--- src/rtl/dac_sample_interp.sv ---
// Sample FIFO plus linear interpolator feeding the MASH DSM DAC input.
// Emits 2^INTERP_LOG2 interpolated values per input sample, one every TICK_DIV clocks.
module dac_sample_interp #(
    parameter int FIFO_DEPTH  = 4,
    parameter int INTERP_LOG2 = 4,
    parameter int TICK_DIV    = 8
) (
    input  logic                         clk,
    input  logic                         rst_n,
    input  logic [15:0]                  s_data,
    input  logic                         s_valid,
    output logic                         s_ready,
    output logic [15:0]                  out,
    output logic                         out_stb,
    output logic [$clog2(FIFO_DEPTH):0]  fifo_level,
    output logic                         underrun,
    input  logic                         underrun_clr
);

    localparam int PTR_W  = $clog2(FIFO_DEPTH);
    localparam int LVL_W  = PTR_W + 1;
    localparam int DIV_W  = $clog2(TICK_DIV);
    localparam int PROD_W = 18 + INTERP_LOG2;

    localparam logic [DIV_W-1:0]       DIV_LAST   = DIV_W'(TICK_DIV - 1);
    localparam logic [INTERP_LOG2-1:0] PHASE_LAST = '1;
    localparam logic [LVL_W-1:0]       LEVEL_FULL = LVL_W'(FIFO_DEPTH);

    typedef enum logic [1:0] {
        S_EMPTY,
        S_PRIME,
        S_RUN,
        S_HOLD
    } state_t;

    state_t                 state_q, state_d;
    logic [DIV_W-1:0]       div_cnt_q, div_cnt_d;
    logic [PTR_W-1:0]       wr_ptr_q, wr_ptr_d;
    logic [PTR_W-1:0]       rd_ptr_q, rd_ptr_d;
    logic [LVL_W-1:0]       level_q, level_d;
    logic [15:0]            a_q, a_d;
    logic [15:0]            b_q, b_d;
    logic [INTERP_LOG2-1:0] phase_q, phase_d;
    logic [15:0]            out_q, out_d;
    logic                   out_stb_q, out_stb_d;
    logic                   underrun_q, underrun_d;

    logic [15:0]            mem_q [FIFO_DEPTH];
    logic [15:0]            rd_data;
    logic                   tick;
    logic                   push;
    logic                   pop;
    logic                   level_nonzero;
    logic                   underrun_set;

    logic signed [PROD_W-1:0] a_ext, b_ext, phase_ext, prod;
    logic [15:0]              interp;

    assign tick          = (div_cnt_q == DIV_LAST);
    assign s_ready       = (level_q != LEVEL_FULL);
    assign push          = s_valid && s_ready;
    assign level_nonzero = (level_q != '0);
    assign rd_data       = mem_q[rd_ptr_q];

    assign out        = out_q;
    assign out_stb    = out_stb_q;
    assign fifo_level = level_q;
    assign underrun   = underrun_q;

    // NOTE: sample storage carries no reset; the level counter alone decides
    // which entries are valid, so clearing the array would only cost area.
    always_ff @(posedge clk) begin
        if (push) begin
            mem_q[wr_ptr_q] <= s_data;
        end
    end

    // Everything is widened so (B-A)*phase and the arithmetic shift cannot lose bits;
    // the final sum always lies between A and B, so the 16-bit truncation is exact.
    always_comb begin
        a_ext     = {{(PROD_W-16){a_q[15]}}, a_q};
        b_ext     = {{(PROD_W-16){b_q[15]}}, b_q};
        phase_ext = {{(PROD_W-INTERP_LOG2){1'b0}}, phase_q};
        prod      = (b_ext - a_ext) * phase_ext;
        interp    = 16'(a_ext + (prod >>> INTERP_LOG2));
    end

    // NOTE: every output of this block gets a default first, so paths that do not
    // assign a signal hold its register value instead of inferring a latch.
    always_comb begin
        state_d      = state_q;
        a_d          = a_q;
        b_d          = b_q;
        phase_d      = phase_q;
        out_d        = out_q;
        pop          = 1'b0;
        underrun_set = 1'b0;

        if (tick) begin
            case (state_q)
                S_EMPTY: begin
                    out_d = '0;
                    if (level_nonzero) begin
                        pop     = 1'b1;
                        a_d     = rd_data;
                        state_d = S_PRIME;
                    end
                end
                S_PRIME: begin
                    out_d = a_q;
                    if (level_nonzero) begin
                        pop     = 1'b1;
                        b_d     = rd_data;
                        phase_d = '0;
                        state_d = S_RUN;
                    end
                end
                S_RUN: begin
                    out_d   = interp;
                    phase_d = phase_q + INTERP_LOG2'(1);
                    if (phase_q == PHASE_LAST) begin
                        a_d     = b_q;
                        phase_d = '0;
                        if (level_nonzero) begin
                            pop = 1'b1;
                            b_d = rd_data;
                        end else begin
                            underrun_set = 1'b1;
                            state_d      = S_HOLD;
                        end
                    end
                end
                S_HOLD: begin
                    out_d = a_q;
                    if (level_nonzero) begin
                        pop     = 1'b1;
                        b_d     = rd_data;
                        phase_d = '0;
                        state_d = S_RUN;
                    end
                end
                default: state_d = S_EMPTY;
            endcase
        end
    end

    always_comb begin
        div_cnt_d  = tick ? '0 : div_cnt_q + DIV_W'(1);
        out_stb_d  = tick;
        wr_ptr_d   = push ? wr_ptr_q + PTR_W'(1) : wr_ptr_q;
        rd_ptr_d   = pop  ? rd_ptr_q + PTR_W'(1) : rd_ptr_q;
        level_d    = level_q;
        case ({push, pop})
            2'b10:   level_d = level_q + LVL_W'(1);
            2'b01:   level_d = level_q - LVL_W'(1);
            default: level_d = level_q;
        endcase
        // A new underrun wins over a simultaneous clear request.
        underrun_d = underrun_set ? 1'b1 : (underrun_clr ? 1'b0 : underrun_q);
    end

    // NOTE: registers are updated with non-blocking assignments so every flop
    // samples the pre-edge values computed above, independent of statement order.
    always_ff @(posedge clk or negedge rst_n) begin
        if (!rst_n) begin
            state_q    <= S_EMPTY;
            div_cnt_q  <= '0;
            wr_ptr_q   <= '0;
            rd_ptr_q   <= '0;
            level_q    <= '0;
            a_q        <= '0;
            b_q        <= '0;
            phase_q    <= '0;
            out_q      <= '0;
            out_stb_q  <= 1'b0;
            underrun_q <= 1'b0;
        end else begin
            state_q    <= state_d;
            div_cnt_q  <= div_cnt_d;
            wr_ptr_q   <= wr_ptr_d;
            rd_ptr_q   <= rd_ptr_d;
            level_q    <= level_d;
            a_q        <= a_d;
            b_q        <= b_d;
            phase_q    <= phase_d;
            out_q      <= out_d;
            out_stb_q  <= out_stb_d;
            underrun_q <= underrun_d;
        end
    end

endmodule

--- config.mk ---
export PLATFORM = sky130hd
export DESIGN_NAME = dac_sample_interp
export DESIGN_NICKNAME = d
export VERILOG_FILES = /design/src/rtl/dac_sample_interp.sv
export SDC_FILE = /design/constraint.sdc
export NUM_CORES = 1
export LEC_CHECK = 0
export ABC_AREA = 1
export CORE_ASPECT_RATIO = 0.8
export CORE_MARGIN = 5
export CORE_UTILIZATION = 60
export DETAILED_ROUTE_END_ITERATION = 16
export DONT_BUFFER_PORTS = 1
export GPL_ROUTABILITY_DRIVEN = 0
export GPL_TIMING_DRIVEN = 0
export PLACE_DENSITY = 0.76
export SLEW_MARGIN = 20
export SYNTH_ARGS = -nofsm -noshare
export SYNTH_HDL_FRONTEND = slang
export SYNTH_SLANG_ARGS = --single-unit
--- constraint.sdc ---
create_clock -name clk -period 6.3 [get_ports clk]
set_input_delay 1.26 -clock clk [delete_from_list [all_inputs] [get_ports clk]]
set_output_delay 1.26 -clock clk [all_outputs]
set_load 0.02 [all_outputs]
* Yosys cells after proc, flatten, opt, wreduce, memory -nomap -nowiden
Memory sizes are Yosys's and may differ from the RTL's.
Cells that the tools add are included.
** Word-level totals
- Register bits :: 66
- Latch bits :: 0
- RAM bits :: 64
- Bits in read-only memories :: 0
- Logic and storage cells :: 75
- Memories kept :: 1
** Memory list
- mem_q :: words 4, width 16, rd ports 1, clocked after Yosys merged registers in 0, write ports 1, RTL line 48 : logic [15:0] mem_q [FIFO_DEPTH];
** Operators by class
- $add $sub $neg :: 8
- Multiply operators :: 1
- Div/mod/pow operators :: 0
- $lt $le $gt $ge :: 0
- Eq/ne operators :: 12
- Shift operators :: 0
- Mux-type cells :: 29
- Bitwise operators :: 0
- Reductions and logical operators :: 13
** Operator list (number)
- 16-bit two-way mux :: 4
- 16-bit case mux with 2 select lines :: 2
- 16-bit case mux with 3 select lines :: 1
- 17-bit by 5-bit multiplier with 20-bit output :: 1
- 16-bit by 16-bit subtractor with 17-bit output :: 1
- 16-bit adder :: 1
- 1-bit two-way mux :: 11
- 2-bit two-way mux :: 4
- 4-bit two-way mux :: 2
- 4-bit case mux with 2 select lines :: 1
- 2-bit nonzero test :: 4
- 3-bit by 1-bit adder with 3-bit output, second input constant :: 2
- 2-bit equality test, second input constant :: 3
- 2-bit inequality test, second input constant :: 3
- 2-bit case mux with 3 select lines :: 1
- 3-bit case mux with 2 select lines :: 1
- 3-bit AND reduction :: 2
- 5-bit AND reduction :: 1
- 2-bit by 1-bit adder with 2-bit output, second input constant :: 2
- 4-bit by 1-bit adder with 4-bit output, second input constant :: 1
- 2-bit by 1-bit equality test with 1-bit output, second input constant :: 2
- 4-bit equality test, second input constant :: 1
- 4-bit AND reduction :: 1
- 3-bit equality test, second input constant :: 1
- other kinds (10) :: 10

* Longest topological paths before layout
- Word-level depth :: 7
- Gate-level depth with buffers :: 40
- Mapped depth without buffers :: 40

* Worst setup path after synthesis
No wires, ideal clock.
- Kind :: register to register
- From :: register a_q[0]
- To :: register out_q[13] (netlist: out[13])
- Setup time :: 122 ps
- Arrival time :: 5616 ps
- Data required time :: 6178 ps
- Slack :: 562 ps
- Cell stages (with the launch flop) :: 40
- Path buffers :: 0
- Cells stage by stage :: dfrtp_1 ha_1 fa_1 inv_1 nand2_1 nand2_1 nand2_1 xor2_1 inv_1 nor2_1 ha_1 fa_1 inv_1 fa_1 inv_1 ha_1 a21oi_1 o21ai_2 [... 4 more ...] nand2_2 nand2_2 nand2_1 nand2_1 nand2_1 nand2_1 ha_1 nand2_1 nor3_1 nand3_1 nand3_1 a21oi_1 or2_1 nand2_1 a21oi_1 or2_0 nand3_1 a21oi_1
** On the way
- Cells in the longest elaborated chain, start to end :: 4
** Ends and longest elaborated chain
- start: declaration :: RTL line 41 : logic [15:0] a_q, a_d;
- start signal: assignment :: RTL line 171 : a_q <= '0;
- start signal: assignment :: RTL line 183 : a_q <= a_d;
- 16-bit by 16-bit subtractor with 17-bit output :: RTL line 84 : prod = (b_ext - a_ext) * phase_ext;
- 17-bit by 5-bit multiplier with 20-bit output :: RTL line 84
- 16-bit adder (*) :: RTL line 85 : interp = 16'(a_ext + (prod >>> INTERP_LOG2));
- 16-bit case mux with 3 select lines (*) :: RTL line 100 : case (state_q)
- end signal: assignment :: RTL line 186 : out_q <= out_d;
- end: declaration :: RTL line 44 : logic [15:0] out_q, out_d;
Mark *: on every way between the ends. The rest lies on a longest branch, timed or not.
A chain may end at the register's enable or synchronous reset.

* Worst setup path in the final report
- From :: register a_q[1]
- To :: register out_q[14] (netlist: out[14])
Same word-level chain as after synthesis.

==> run summary <==
Status = finished, final reports clean
Final setup violation count = 0
Hold Fails Final Rpt = 0
Max-cap violations = 0
# IOs = 42
Number of global-route vias before repair = 7136
Worst Path Max Fanout = 4
Layout cell share with drive strength beyond 1 = 15.29%
Post-synthesis compound-gate area fraction = 13.26%
Total track usage = 26.25%
Crit. Startpoint = a_q[1]$_DFFE_PN0P_
Number of enable flip-flop cells after synthesis = 64
# rows = 40
Clk slew on worst S/H paths = 70 ps
Setup TNS = 0 ps
FF-to-FF setup slack = 150 ps
CTS tree = yes
CP max stage cell = fa_1
Worst hold path type = register to register
Final ANT Viol Nets = 0
WP data required = 6590 ps
CTS Hold Bufs = 0
Mapped cell area = 9076 um^2
Global-route wire length before repair = 36530 um
Die X = 147.5 um
Die area = 17700 um^2
P&R area growth vs syn = 14.59%
Drt total wl = 23110 um
Post-Synth Simple-Gate Area = 16.31%
Worst-Margin Slew = 949.4 ps
Synth area leader = edfxtp_1
Critical path endpoint category = register
Ys async rst share = 50.77%
Normalized max-slew margin = 36.64%
Total gr overflow = 0
Via density = 5.877
R2r worst-path depth = 33
Final #Nets = 1208
Antenna cells = 0
DRC viols = 0
Mapped Nets = 1175
Mux cell area share after synthesis = 1.737%
Core area = 14910 um^2
Synth Register Bits = 130
Hold Crit Depth = 1
Multi-input gate area in the final layout = 5127 um^2
Max Fclk = 0.1627 GHz
Largest family of logic cells by synthesized area = adder cells
Unrepaired setup endpoints after global routing = yes
Starting Density = 60.86%
Detailed Route Iter0 Violations = 909
Clock sinks = 130
Post-synthesis sequential area ratio = 39.37%
Synth Area in Adders = 17.70%
Top cells by count, synth = inv_1, nor2_1, nand2_1
Final worst path period need = 6146 ps
Root Buffer = clkbuf_16
I/O Buffers = 0
Count leader, synth = inv_1
Vias = 7529
Max incr delay on CP = 540 ps
Setup crit start kind = register
YS warnings = 0
Kind of critical path = register to register
Worst flop-to-flop path endpoint = out[14]$_DFFE_PN0P_
Main synth FF type = dfrtp_1
Initial antenna violation count = 0
CP endpoint = out[14]$_DFFE_PN0P_
Leading post-synthesis cells by cell area = edfxtp_1, dfrtp_1, ha_1
FF/Latch Area = 3577 um^2
Die Span Y = 120.0 um
Deepest clock path buffer count = 2
Worst-skew pair later-pin latency = 430 ps
Syn avg cell area = 8.669 um^2
Clock Skews = 12.58 ps
DP HPWL = 16700 um
CTS Buf Count = 17
Tcrit/Tclk final = 97.56%
TritonRoute pass-1 iters = 6
Htree depth = 4
Final slew viol count = 0
Crit path top cell by count = inv_1
Library cells used by synthesis = 45
Largest net degree at the start of global routing = 67
WP data arrival = 6440 ps
Xor/xnor share of the synthesized area = 3.667%
Synth top area share = 21.17%
Synth Instances = 1047
Worst r2r src = a_q[1]$_DFFE_PN0P_
DR WL/cell = 18.04 um
FILL cells = 1153
[flip-flops by register name, summed over array words and instances, names as in the netlist]
signal	count
out	16
b_q	16
out_stb	1
fifo_level	3
phase_q	4
state_q	2
a_q	16
mem_q	64
div_cnt_q	3
wr_ptr_q	2
underrun	1
rd_ptr_q	2
[cells in the final DEF (no fill, tap or decap), types with 21 or more instances in the layout]
master / instances
o21ai_0: 70
dfrtp_1: 63
a21oi_1: 72
inv_1: 157
nand3_1: 32
ha_1: 59
nor2_1: 134
fa_1: 33
o22ai_1: 33
clkbuf_1: 21
nand2_1: 126
xor2_1: 21
edfxtp_1: 64
[critical path: cells and delay by family, from the launching register on]
family                     cells  cell delay [ps]
xor gates and xnor gates       2              350
adders and majority gates      6             2270
AOI/OAI and AO/OA             11             1580
buffers and inverters          7              630
and+or+nand+nor                7              740
DFF                            1              460
[kinds of logic (layout without fill, tap and decap cells)]
logic type | Yosys count | count (layout)
and+or+nand+nor | 350 | 350
AOI/OAI and AO/OA | 216 | 216
buffers and inverters | 191 | 236
DFF | 130 | 130
adders and majority gates | 108 | 108
xor gates and xnor gates | 38 | 38
muxes | 14 | 14
[per-stage QoR]
stage | hold WS, ps | instances | area (um^2) | setup WS, ps | util, %
2_1_floorplan | 403.1 | 1047 | 9076 | 561.8 | -
3_3_place_gp | 426.0 | 1236 | 9313 | -132.9 | 62.44
3_5_place_dp | 461.1 | 1239 | 9360 | -78.84 | 62.76
4_1_cts | 482.3 | 1270 | 10020 | 13.84 | 67.21
5_1_grt | 501.1 | 1281 | 10400 | -136.1 | 69.73
6_report | 481.2 | 1281 | 10400 | 153.7 | 69.73
[worst min-delay path by stage]
stage                            from                     end  slack [ps]
6_report       div_cnt_q[0]$_DFF_PN0_  div_cnt_q[0]$_DFF_PN0_         480
5_1_grt        div_cnt_q[0]$_DFF_PN0_  div_cnt_q[0]$_DFF_PN0_         500
4_1_cts        div_cnt_q[0]$_DFF_PN0_  div_cnt_q[0]$_DFF_PN0_         480
3_5_place_dp   div_cnt_q[1]$_DFF_PN0_  div_cnt_q[1]$_DFF_PN0_         460
3_3_place_gp   div_cnt_q[0]$_DFF_PN0_  div_cnt_q[0]$_DFF_PN0_         430
2_1_floorplan  div_cnt_q[0]$_DFF_PN0_  div_cnt_q[0]$_DFF_PN0_         400
[repair_timing]
action                     CTS  global route
cloned                       0             0
setup endpoints to repair    3             8
pin swaps                    0            23
gates resized for setup      9            69
setup buffers                0            11
[routing by layer]
metal / up-vias / routed length, um / global-route usage (%)
li1: 3512 / - / -
met1: 3604 / 10280 / 38.88
met2: 361 / 10170 / 39.36
met5: - / 0 / 0
met4: 0 / 406 / 7.625
met3: 52 / 2253 / 5.134
[final cells by class]
cell class | instances | share of cell area [%]
Sequential cell | 130 | 34.40
Timing Repair Buffer | 14 | 1.155
Inverter | 165 | 5.979
Multi-Input combinational cell | 726 | 49.30
Tap cell | 189 | 2.274
Clock inverter | 13 | 1.781
Clock buffer | 18 | 4.127
Buffer | 26 | 0.9865
Power is left out: the tool's default activity adds up to more than one toggle a clock period on the data nets, which glitch-free logic cannot reach.
